[config.mk]
export PLATFORM = sky130hd
export DESIGN_NAME = cdb_arbiter
export DESIGN_NICKNAME = d
export VERILOG_FILES = /design/src/rtl/cdb_arbiter.sv
export SDC_FILE = /design/constraint.sdc
export NUM_CORES = 1
export LEC_CHECK = 0
export CAP_MARGIN = 0
export CORE_MARGIN = 2
export CORE_UTILIZATION = 35
export CTS_CLUSTER_DIAMETER = 120
export DETAILED_ROUTE_END_ITERATION = 8
export HOLD_SLACK_MARGIN = 0.12
export PLACE_DENSITY = 0.79
export SLEW_MARGIN = 10
export SYNTH_ARGS = -nofsm -noshare
export SYNTH_HDL_FRONTEND = slang
export SYNTH_SLANG_ARGS = --single-unit
[constraint.sdc]
create_clock -name clk -period 2.46 [get_ports clk]
set_input_delay 0.492 -clock clk [delete_from_list [all_inputs] [get_ports clk]]
set_output_delay 0.492 -clock clk [all_outputs]
set_load 0.02 [all_outputs]
[src/rtl/cdb_arbiter.sv]
// Round-robin arbiter for the common data bus.
// Accepts at most one unit per cycle and registers its tag and result as a one-cycle broadcast.
module cdb_arbiter #(
  parameter int unsigned N_REQ   = 4,
  parameter int unsigned DATA_W  = 32,
  parameter int unsigned LABEL_W = 4
) (
  input  logic                       clk,
  input  logic                       nRST,
  input  logic [N_REQ-1:0]           require,
  input  logic [N_REQ*DATA_W-1:0]    dataIn,
  input  logic [N_REQ*LABEL_W-1:0]   labelIn,
  output logic [N_REQ-1:0]           requireAC,
  output logic                       BCEN,
  output logic [LABEL_W-1:0]         BClabel,
  output logic [DATA_W-1:0]          BCdata,
  output logic [1:0]                 grantId,
  output logic                       errZeroLabel,
  output logic [15:0]                bcCount
);

  logic [1:0]         r_ptr;
  logic               r_bcen;
  logic [LABEL_W-1:0] r_label;
  logic [DATA_W-1:0]  r_data;
  logic [1:0]         r_gid;
  logic               r_err;
  logic [15:0]        r_cnt;

  logic               w_found;
  logic [1:0]         w_win;
  logic [1:0]         w_ptr_next;
  int unsigned        w_idx;
  logic [LABEL_W-1:0] w_label;
  logic [DATA_W-1:0]  w_data;
  logic [N_REQ-1:0]   w_ac;

  // Scan from the pointer upward with wrap; first asserted request wins.
  always_comb begin
    w_found = 1'b0;
    w_win   = '0;
    w_idx   = 0;
    for (int unsigned k = 0; k < N_REQ; k++) begin
      w_idx = (32'(r_ptr) + k) % N_REQ;
      if (!w_found && require[w_idx]) begin
        w_found = 1'b1;
        w_win   = w_idx[1:0];
      end
    end
  end

  always_comb begin
    w_ac = '0;
    if (w_found && !nRST) begin
      w_ac[w_win] = 1'b1;
    end
  end

  assign w_label    = labelIn[w_win*LABEL_W +: LABEL_W];
  assign w_data     = dataIn[w_win*DATA_W +: DATA_W];
  assign w_ptr_next = (32'(w_win) == N_REQ - 1) ? 2'd0 : w_win + 2'd1;

  always_ff @(posedge clk or posedge nRST) begin
    if (nRST) begin
      r_ptr   <= '0;
      r_bcen  <= 1'b0;
      r_label <= '0;
      r_data  <= '0;
      r_gid   <= '0;
      r_err   <= 1'b0;
      r_cnt   <= '0;
    end else if (w_found) begin
      r_ptr <= w_ptr_next;
      if (w_label != '0) begin
        r_bcen  <= 1'b1;
        r_label <= w_label;
        r_data  <= w_data;
        r_gid   <= w_win;
        r_cnt   <= r_cnt + 16'd1;
      end else begin
        // A zero tag is still accepted so the unit is freed, but nothing is broadcast.
        r_bcen <= 1'b0;
        r_err  <= 1'b1;
      end
    end else begin
      r_bcen <= 1'b0;
    end
  end

  assign requireAC    = w_ac;
  assign BCEN         = r_bcen;
  assign BClabel      = r_label;
  assign BCdata       = r_data;
  assign grantId      = r_gid;
  assign errZeroLabel = r_err;
  assign bcCount      = r_cnt;

endmodule
# Yosys cells after proc, flatten, opt, wreduce, memory -nomap -nowiden
# Index checks and enable logic that the tools add are counted.
dict set report totals {
  reg_bits 58
  in_bits 150
  output_inout_bits 60
  wordCells 56
}
dict set report op_classes {
  add_sub_neg 5
  order_cmp 6
  n_eq_ne 1
  shift 2
  muxes 22
  n_bitwise 1
  n_reduce_logical 12
}
# op count
set ops {}
lappend ops {{$shiftx A128 B8 Y32} 1}
lappend ops {{$add A16 B1 Y16 const B} 1}
lappend ops {{$shiftx A16 B5 Y4} 1}
lappend ops {{$lt A2 B3 Y1 const B} 5}
lappend ops {{$mux W1} 11}
lappend ops {{$mux W2} 5}
lappend ops {{$bmux W1 S2} 4}
lappend ops {{$logic_and A1 B1 Y1} 5}
lappend ops {{$add A2 B1 Y2 const B} 2}
lappend ops {{$add A2 B2 Y2 const B} 2}
lappend ops {{$logic_not A1 Y1} 4}
lappend ops {{$mux W4} 1}
lappend ops {{$reduce_and A2 Y1} 2}
lappend ops {{$reduce_bool A4 Y1} 1}
lappend ops {{$demux W1 S2} 1}
lappend ops {{$eq A2 B2 Y1 const B} 1}
lappend ops {{$ge A2 B1 Y1 const B} 1}
lappend ops {{$not A1 Y1} 1}

# Logic depth before layout (Yosys ltp)
dict set report depth {
  ltp_word 17
  depth_mapped 10
  ltp_nobuf 9
}

# Worst setup path before layout
# No wires, ideal clock.
dict set report synth_timing {
  path_kind {in2reg}
  start {input require[3]}
  end {register r_data[10] (netlist: BCdata[10])}
  setup_time_ps 125
  arrival_ps 2429
  required_time_ps 2335
  slack_ps -94
  stages 9
  path_buffers 2
  path_cell_list {nand2b_1 > a211oi_1 > nor2_4 > buf_6 > mux2i_1 > mux2_4 > a41oi_4 > buf_6 > mux2_2}
}
dict set report synth_via {
  elab_chain_len 15
  elab_cells_between_ends 26
  classes_between {shift: 2; mux: 16; reduce/logical: 8}
}
# item line
set synth_lines {}
lappend synth_lines {{start, declared} 10} ;# input logic [N_REQ-1:0] require,
lappend synth_lines {{$bmux W1 S2} 45} ;# if (!w_found && require[w_idx]) begin
lappend synth_lines {{$mux W1 (not written as such)} 45}
lappend synth_lines {{$mux W1} 45}
lappend synth_lines {{$logic_not A1 Y1} 45}
lappend synth_lines {{$logic_and A1 B1 Y1} 45}
lappend synth_lines {{$mux W1} 45}
lappend synth_lines {{$logic_not A1 Y1} 45}
lappend synth_lines {{$logic_and A1 B1 Y1} 45}
lappend synth_lines {{$mux W1} 45}
lappend synth_lines {{$logic_not A1 Y1} 45}
lappend synth_lines {{$logic_and A1 B1 Y1} 45}
lappend synth_lines {{$mux W2} 45}
lappend synth_lines {{$shiftx A16 B5 Y4} 59} ;# assign w_label = labelIn[w_win*LABEL_W +: LABEL_W];
lappend synth_lines {{$reduce_bool A4 Y1} 74} ;# if (w_label != '0) begin
lappend synth_lines {{$reduce_and A2 Y1 (no source line)} n/a}
lappend synth_lines {{end signal, assigned} 77} ;# r_data <= w_data;
lappend synth_lines {{end, declared} 25} ;# logic [DATA_W-1:0] r_data;
# Several ways; a longest one is shown, not always the timed one. The select of a mux whose other input is x is not followed.
# A chain may end at the register's enable or synchronous reset.

# Worst setup path after layout
dict set report layout_timing {
  start {register r_ptr[0]}
  end {register r_cnt[8] (netlist: bcCount[8])}
}
dict set report layout_via {
  elab_chain_len 15
  elab_cells_between_ends 28
  classes_between {add/sub: 3; shift: 1; mux: 16; reduce/logical: 8}
}
# item line
set layout_lines {}
lappend layout_lines {{start, declared} 22} ;# logic [1:0] r_ptr;
lappend layout_lines {{start signal, assigned} 73} ;# r_ptr <= w_ptr_next;
lappend layout_lines {{parallel branches: the longest is 14 deep, another holds $add A2 B1 Y2} n/a}
lappend layout_lines {{$reduce_and A2 Y1 (no source line) (*)} n/a}
lappend layout_lines {{end signal, assigned} 79} ;# r_cnt <= r_cnt + 16'd1;
lappend layout_lines {{end, declared} 28} ;# logic [15:0] r_cnt;
# Mark *: on every way between the ends. The select of a mux whose other input is x is not followed.

==> results.cfg <==
[outcome]
status = complete, but fails checks
violations = setup timing

[sta]
hold-worst-slack_ps = 473
rsz0062_at_grt = true
finClkSkew_ps = 8.28
post-route-period-util_pct = 107
min_period_ps = 2640
finalSetupViolations = 54
final-hold-violation-count = 0
fmax_mhz = 378
slew_headroom_pct = 59.9
report.final.slew_viol_count = 0
tightest_slew_ps = 600
final.setup.worst_slack_ps = -184

[global_routing]
antenna_found_initial = 0
grt_pass1_wl_um = 21200
grt_pass1_vias = 4150
grt_overflow = 0
grt_max_degree = 46
grt_usage_pct = 24.2

[critical_path]
crit_type = reg -> reg
worstPathRequired_ps = 2720
crit_slowest_cell = dfrtp_2
critical_path.cell_chain = nor3b_2, a211oi_2, nor2_4, buf_16, mux2i_2, mux2_4, a41oi_4, buf_12, buf_8, buf_16, buf_8, nand3_2, xnor2_1
critPathTopFamily = buffers and inverters
arrival_ps = 2900
cp_num_buf_inv = 5
critPathMaxFanout = 8
worstSetupStartpointType = register
cp-end-kind = register
reg2reg_slack_ps = -180
critical-path-max-stage-delay_ps = 420

[placement]
io_buffers = 209
gp_congestion = 0.844
post-place-ws_ps = -641
hpwl_um = 9340

[synthesis]
async_reset_ff_share_pct = 100
synth_area_leaders = dfrtp_1 41%, nand2_1 14%, mux2_2 12%
synth-edff-count = 0
ys_warn_count = 0
ys_types = 29
synth_top_area_share_pct = 40.9
synthFlopType = dfrtp_1
synth.avg_cell_area_um2 = 8.88
ys_ff_latch = 58
synth_most_common_cell = nand2_1
syn_nets = 555
syn_inst = 400
syn-cell-area_um2 = 3550
synth-seq-area-share_pct = 40.9
yosys.area.top_type = dfrtp_1
synth_common_cells = 134 x nand2_1, 58 x dfrtp_1, 39 x and3_1, 39 x mux2_2, 33 x a31oi_1

[cts]
root_buffer = clkbuf_8
cts.sinks = 58
cts_tree = done
clock_latency_ps = 340
cts_buffer_depth = 2
path_clk_slew_ps = 80
cts_made_buffers = 9
postCtsHoldBufs = 0
h-tree-depth = 3

[floorplanning]
die_height_um = 105
core_um2 = 9820
die_x_um = 105
start_util_pct = 36.2
die_area_um2 = 11000
rows = 36
io_pins = 210

[cells_and_area]
nets = 791
syn_to_final_growth_pct = 85.1
drive_above_1_share_pct = 19.7
n_fill_cell = 778
register_area_um2 = 1450
utilization_pct = 66.9
num_antenna_cells = 0
multiInputGateArea_um2 = 2120

[power]
ir_drop_uv = 543
p_leak_uw = 0.00297
finalPower_uw = 6720
power_density_nw_per_um2 = 1020

[routing]
ant_nets = 0
vias = 3986
firstDrtPassIters = 4
first_iter_violations = 258
drc = 0
wl_per_cell_um = 17.4
drt-total-wl_um = 13400
vias_per_cell = 5.15

[job]
drv_cap = 0

[min_path]
hp-class = reg -> reg
[power breakdown]
part	total (µW)	switching [µW]	internal, µW
combinational	4040	1890	2150
clock	1020	439	579
sequential	1660	293	1370
[routing by layer]
metal	vias up	routed length, µm	share of wire, %	track usage (%)
li1	1846	-	-	-
met1	1921	5580	42	29.5
met2	198	6410	48	40.2
met3	21	1220	9.1	8.23
met4	0	229	1.7	7.52
met5	-	0	0	0
[repair_timing]
item,4_1_cts,5_1_grt
endpoints found under the setup margin,58,59
setup buffers,10,5
cloned,4,1
gates resized for setup,66,14
pin swaps,12,9
[path summary, 6_finish.rpt]
path | end | from | cells after the start
worst max-delay path | bcCount[8] | r_ptr[0] | 13
worst max register to register | bcCount[8] | r_ptr[0] | 13
worst min-delay path | bcCount[15] | bcCount[15] | 1
min in group asynchronous | BCdata[31] | nRST | 2
worst min register to register | bcCount[15] | bcCount[15] | 1
max in group asynchronous | bcCount[6] | nRST | 3
[flip-flops by register name, summed over array words and instances, names as in the netlist]
signal and cells:
bcCount 16, BCdata 32, BCEN 1, grantId 2, BClabel 4, errZeroLabel 1
r_ptr 2
[cells by family (layout without fill, tap and decap cells)]
family	after synthesis	in the layout	share of synthesized area (%)
multiplexers	49	49	15.3
XOR/XNOR	15	15	3.70
AND/OR/NAND/NOR	200	200	25.9
buffers and inverters	31	272	4.54
flip-flops	58	58	40.9
AO/OA/AOI/OAI	42	42	7.89
adder cells (fa/ha/maj)	5	5	1.76
[cell type report]
class                   instances  share of cell area (%)
clock buffers                   9                    1.88
inverters                       5                   0.324
flip-flops and latches         58                    22.1
multi-input cells             311                    32.2
repair buffers                251                    39.4
clock inverters                 7                    1.54
well taps                     133                    2.53
[layout by cell type, fill, tap and decap left out, drive strengths merged]
cell and instances:
xor2 1, nor2 4, mux2i 9, clkbuf 10
buf 44, ha 5, nor4 1, a31oi 33
a211oi 1, bufinv 2, o22ai 1, dfrtp 58
clkinv 1, a41oi 1, nand2b 5, a21oi 2
o21bai 1, dlygate4sd2 4, clkdlybuf4s15 1, o21ai 3
mux2 40, xnor2 14, and2 5, nand3 4
inv 7, and3 39, nand2 134, nor3b 1
clkinvlp 2, clkdlybuf4s50 201, nand4 7
[per-stage QoR]
| stage | setup TNS (ps) | instances | area, µm² |
|---|---|---|---|
| 2_1_floorplan | -67.1 | 400 | 3560 |
| 3_3_place_gp | -28770 | 739 | 5900 |
| 3_5_place_dp | -33440 | 739 | 5900 |
| 4_1_cts | -2700 | 769 | 6480 |
| 5_1_grt | -9890 | 774 | 6570 |
| 6_report | -5240 | 774 | 6570 |
Note: power is estimated with default switching activity, not from simulation.
